### src/rtl/adder_pkg.sv
// Shared types and constants for the sixteen-bit adder front end.
// The byte loader FSM states and the slot numbering live here.
package adder_pkg;

  localparam int DEF_BYTE_W = 8;
  localparam int DEF_WORD_W = 16;

  // Bit 1 of a slot picks the operand (0 = A, 1 = B). Bit 0 is the arrival
  // order within that operand (0 = first byte, 1 = second byte).
  localparam logic [1:0] SLOT_A0 = 2'd0;
  localparam logic [1:0] SLOT_A1 = 2'd1;
  localparam logic [1:0] SLOT_B0 = 2'd2;
  localparam logic [1:0] SLOT_B1 = 2'd3;

  typedef enum logic [2:0] {
    LD_A0 = 3'd0,
    LD_A1 = 3'd1,
    LD_B0 = 3'd2,
    LD_B1 = 3'd3,
    HOLD  = 3'd4
  } ld_state_t;

  function automatic logic [1:0] state_slot(input ld_state_t s);
    case (s)
      LD_A1:   state_slot = SLOT_A1;
      LD_B0:   state_slot = SLOT_B0;
      LD_B1:   state_slot = SLOT_B1;
      default: state_slot = SLOT_A0;
    endcase
  endfunction

endpackage

### src/rtl/operand_byte_loader.sv
// Builds operand pairs A/B from a byte-wide valid/ready stream and holds the
// pair with out_valid until the downstream adder's consumer takes it.
//
//   state | meaning
//   LD_A0 | waiting for first byte of A
//   LD_A1 | waiting for second byte of A
//   LD_B0 | waiting for first byte of B
//   LD_B1 | waiting for second byte of B
//   HOLD  | pair complete, out_valid high, no bytes accepted
module operand_byte_loader
  import adder_pkg::*;
#(
  parameter int BYTE_W     = DEF_BYTE_W,
  parameter int WORD_W     = DEF_WORD_W,
  parameter bit BIG_ENDIAN = 1'b0,
  parameter int CNT_W      = 8
) (
  input  logic              clk,
  input  logic              rst,
  input  logic              clear,
  input  logic [BYTE_W-1:0] in_data,
  input  logic              in_valid,
  output logic              in_ready,
  output logic [WORD_W-1:0] op_a,
  output logic [WORD_W-1:0] op_b,
  output logic              out_valid,
  input  logic              out_ready,
  output logic [CNT_W-1:0]  pair_cnt
);

  if (WORD_W != 2 * BYTE_W) begin : g_width_check
    $error("operand_byte_loader: WORD_W must equal 2*BYTE_W");
  end

  ld_state_t         state_q, state_d;
  logic [WORD_W-1:0] op_a_q, op_a_d;
  logic [WORD_W-1:0] op_b_q, op_b_d;
  logic [CNT_W-1:0]  pair_cnt_q, pair_cnt_d;

  logic       byte_hs;
  logic       out_hs;
  logic [1:0] slot;
  logic       wr_hi;

  assign in_ready  = (state_q != HOLD);
  assign out_valid = (state_q == HOLD);
  assign op_a      = op_a_q;
  assign op_b      = op_b_q;
  assign pair_cnt  = pair_cnt_q;

  assign byte_hs = in_valid & in_ready;
  assign out_hs  = out_valid & out_ready;
  assign slot    = state_slot(state_q);
  // Big-endian streams deliver the high half first, so the half select flips.
  assign wr_hi   = slot[0] ^ BIG_ENDIAN;

  always_comb begin
    state_d    = state_q;
    op_a_d     = op_a_q;
    op_b_d     = op_b_q;
    pair_cnt_d = pair_cnt_q;

    case (state_q)
      LD_A0:   if (byte_hs) state_d = LD_A1;
      LD_A1:   if (byte_hs) state_d = LD_B0;
      LD_B0:   if (byte_hs) state_d = LD_B1;
      LD_B1:   if (byte_hs) state_d = HOLD;
      HOLD:    if (out_hs)  state_d = LD_A0;
      default: state_d = LD_A0;
    endcase

    if (byte_hs && !clear) begin
      if (!slot[1]) begin
        if (wr_hi) op_a_d[WORD_W-1:BYTE_W] = in_data;
        else       op_a_d[BYTE_W-1:0]      = in_data;
      end else begin
        if (wr_hi) op_b_d[WORD_W-1:BYTE_W] = in_data;
        else       op_b_d[BYTE_W-1:0]      = in_data;
      end
    end

    if (out_hs && !clear) pair_cnt_d = pair_cnt_q + CNT_W'(1);

    // clear wins over both handshakes; the words and count keep their values.
    if (clear) state_d = LD_A0;
  end

  always_ff @(posedge clk or posedge rst) begin
    if (rst) begin
      state_q    <= LD_A0;
      op_a_q     <= '0;
      op_b_q     <= '0;
      pair_cnt_q <= '0;
    end else begin
      state_q    <= state_d;
      op_a_q     <= op_a_d;
      op_b_q     <= op_b_d;
      pair_cnt_q <= pair_cnt_d;
    end
  end

endmodule

### config.mk
export PLATFORM = sky130hd
export DESIGN_NAME = operand_byte_loader
export DESIGN_NICKNAME = d
export VERILOG_FILES = /design/src/rtl/adder_pkg.sv /design/src/rtl/operand_byte_loader.sv
export SDC_FILE = /design/constraint.sdc
export NUM_CORES = 1
export LEC_CHECK = 0
export BUFFER_PORTS_ARGS = -buffer_cell sky130_fd_sc_hd__buf_4
export CORE_UTILIZATION = 50
export DETAILED_ROUTE_END_ITERATION = 10
export PLACE_DENSITY = 0.78
export SYNTH_ARGS = -nofsm -noshare
export SYNTH_HDL_FRONTEND = slang
export SYNTH_SLANG_ARGS = --single-unit
### constraint.sdc
create_clock -name clk -period 1.9 [get_ports clk]
set_input_delay 0.19 -clock clk [delete_from_list [all_inputs] [get_ports clk]]
set_output_delay 0.19 -clock clk [all_outputs]
set_load 0.01 [all_outputs]
==> flow_summary.yaml <==
cts:
  clock_latency_ps: 340
  path_clk_slew_ps: 110
  cts_tree: "yes"
  root_buffer: "clkbuf_4"
  cts_buffer_depth: 2
  cts_sinks: 43
  postCtsSetupBuffers: 0
  cts_made_buffers: 5
  h-tree-depth: 2
timing:
  post-route-period-util_pct: 91.8
  fin_crit_ps: 1740
  tightest_slew_ps: 521
  clock.fmax_mhz: 573
  finalSetupTns_ps: 0
  hold_ws_ps: 30.6
  hold_viol: 0
  setup_viol: 0
  slew_viol_final: 0
  clock_skew_ps: 6.80
  slew_headroom_pct: 65.3
  rsz0062_at_grt: "no"
drt:
  wl_per_cell_um: 15.2
  post-route-drc-count: 0
  first_iter_violations: 37
  via_per_inst: 5.19
  first_pass_iters: 4
  num_vias: 1199
  detail-route-antenna-nets: 0
  routed_wl_um: 3510
floorplanning:
  ios: 55
  fp.dieArea_mm2: 0.00375
  die_h_um: 61.2
  core_area_mm2: 0.00334
  start_util_pct: 52.5
  rows: 21
  die_x_um: 61.2
logic_synthesis:
  yosysTopAreaCell: "dfrtp_1"
  syn-num-nets: 133
  ys_warn_count: 0
  synth_top_family_by_area: "multiplexers"
  ys_types: 24
  yosysSeqAreaShare_pct: 61.4
  syn_area_per_cell_um2: 14.7
  synthesis.area_mm2: 0.00175
  synthCells: 119
  synth_fa_ha_area_share_pct: 0.714
  synth_top_cell_area_share_pct: 61.4
  ys_seq_elements: 43
  synth_mux_area_share_pct: 21.2
  synth_compound_area_share_pct: 1.21
  synthTopCellsByArea: "dfrtp_1 (61%), mux2_2 (21%), xnor2_1 (2.5%)"
  synth_xor_area_share_pct: 4.50
  yosys.area_share.simple_pct: 9.71
setup_path:
  setup.worst_path.start_class: "flop"
  crit_end: "op_a[7]"
  arrival_ps: 1980
  startpoint: "state_q[2]"
  reg2reg_slack_ps: 160
  cp-end-kind: "flop"
  worst-setup-path-type: "reg2reg"
  worstPathMaxFanout: 8
  crit_required_ps: 2140
  worstReg2RegStart: "state_q[2]"
  r2r_end: "op_a[7]"
  r2r_cells: 3
finish:
  n_fill_cell: 258
  finalNonFillerCells: 231
  final_common_cell: "buf_4"
  drive_gt1_share_pct: 57.3
  nNetsFinal: 199
  fin_area_mm2: 0.00233
  area_growth_pct: 32.8
  layout_common_cells: "buf_4 (61), dfrtp_1 (43), mux2_2 (33)"
  diodes: 0
placed_design:
  detailed_place_hpwl_um: 2640
  portBuffers: 54
  gp_congestion: 0.694
  placed_cells: 223
  place_area_mm2: 0.00225
global_routing:
  grt_max_degree: 44
  grt_pass1_wl_um: 5430
  grt_overflow_total: 0
  track_usage_pct: 20.8
  antenna_found_initial: 0
  grt_pass1_vias: 1181
worst_hold_path:
  hp-class: "in2reg"
  hold_start: "out_ready"
power:
  switching_share_pct: 28.2
  leakagePower_nw: 1.15
  powerDensity_mw_per_mm2: 1030
  switching_power_mw: 0.679
  share_clk_of_total_power_pct: 18.3
  ir_worst_vdd_mv: 0.690
  combinationalPowerShare_pct: 30.0
  p_int_mw: 1.73
  p_seq_share_pct: 51.7
job:
  maxCapViolCount: 0
run_status:
  outcome: "finished clean"
layer usage:
metal,track usage (%),vias to the layer above,wire length [um]
li1,-,552,-
met3,6.51,3,148
met2,36.0,30,1860
met5,0,-,0
met4,4.87,0,25
met1,25.5,614,1480
layout make-up:
| class | count | area (um2) | area share [%] |
|---|---|---|---|
| tap | 46 | 57.6 | 2.47 |
| clock buffer | 6 | 51.3 | 2.20 |
| multi-input combinational | 71 | 662 | 28.4 |
| sequential | 43 | 1080 | 46.2 |
| timing repair buffer | 62 | 468 | 20.1 |
| inverter | 2 | 7.51 | 0.323 |
| clock inverter | 1 | 5.00 | 0.215 |
worst max-delay path: stages (launching register included):
cell and delay, ps:
dfrtp_1 480, or3_1 450, a21oi_4 330, mux2_2 380
power groups by stage:
stage | registers (mW) | logic (mW) | clock network, mW
detailed placement | 1.27 | 0.728 | 0
finish | 1.25 | 0.721 | 0.440
global placement | 1.25 | 0.707 | 0
floorplan | 1.34 | 0.231 | 0
CTS | 1.25 | 0.730 | 0.456
global route | 1.27 | 0.782 | 0.492
logic make-up after synthesis:
logic type                 count (synthesis)
DFF                                       43
adders and majority gates                  1
xor gates and xnor gates                   9
buffers and inverters                      5
AOI/OAI and AO/OA                          3
and+or+nand+nor                           25
muxes                                     33
through the flow:
stage          util [%]  power, mW  worst slack (ps)
3_3_place_gp       67.5       1.96               165
2_1_floorplan         -       1.58               242
5_1_grt            69.7       2.55               100
4_1_cts            69.5       2.43              54.0
6_report           69.7       2.41               156
3_5_place_dp       67.5       1.99              68.6
what timing repair did:
action / 4_1_cts / 5_1_grt
endpoints found under the setup margin: 0 / 3
hold endpoints to repair: 43 / 0
gates resized for setup: 0 / 1
hold buffers: 1 / 0
cell usage after synthesis:
| master | n |
|---|---|
| nand2b_1 | 1 |
| inv_2 | 1 |
| o31ai_1 | 1 |
| nor2b_1 | 2 |
| a21oi_2 | 1 |
| buf_2 | 3 |
| mux2_2 | 33 |
| nor4_1 | 3 |
| nand3b_1 | 1 |
| o21ai_0 | 1 |
| and3_1 | 2 |
| xor2_1 | 4 |
| nand2_1 | 6 |
| nor4_4 | 1 |
| inv_1 | 1 |
| and4bb_2 | 1 |
| ha_1 | 1 |
| nand4_1 | 1 |
| xnor2_1 | 5 |
| nand3_1 | 3 |
| nor3b_4 | 1 |
| nor3_1 | 2 |
| dfrtp_1 | 43 |
| or3_1 | 1 |
registers in the layout (all words and copies together) (netlist names):
signal	count
op_a	16
state_q	3
op_b	16
pair_cnt	8
how the worst min path moves through the flow:
stage	slack [ps]	cells past startpoint	endpoint
2_1_floorplan	290	1	state_q[2]
3_3_place_gp	350	3	pair_cnt[7]
3_5_place_dp	360	3	op_a[9]
4_1_cts	20	2	state_q[2]
5_1_grt	20	2	state_q[2]
6_report	30	2	state_q[2]
No activity file was read; power rests on OpenSTA's default activity.
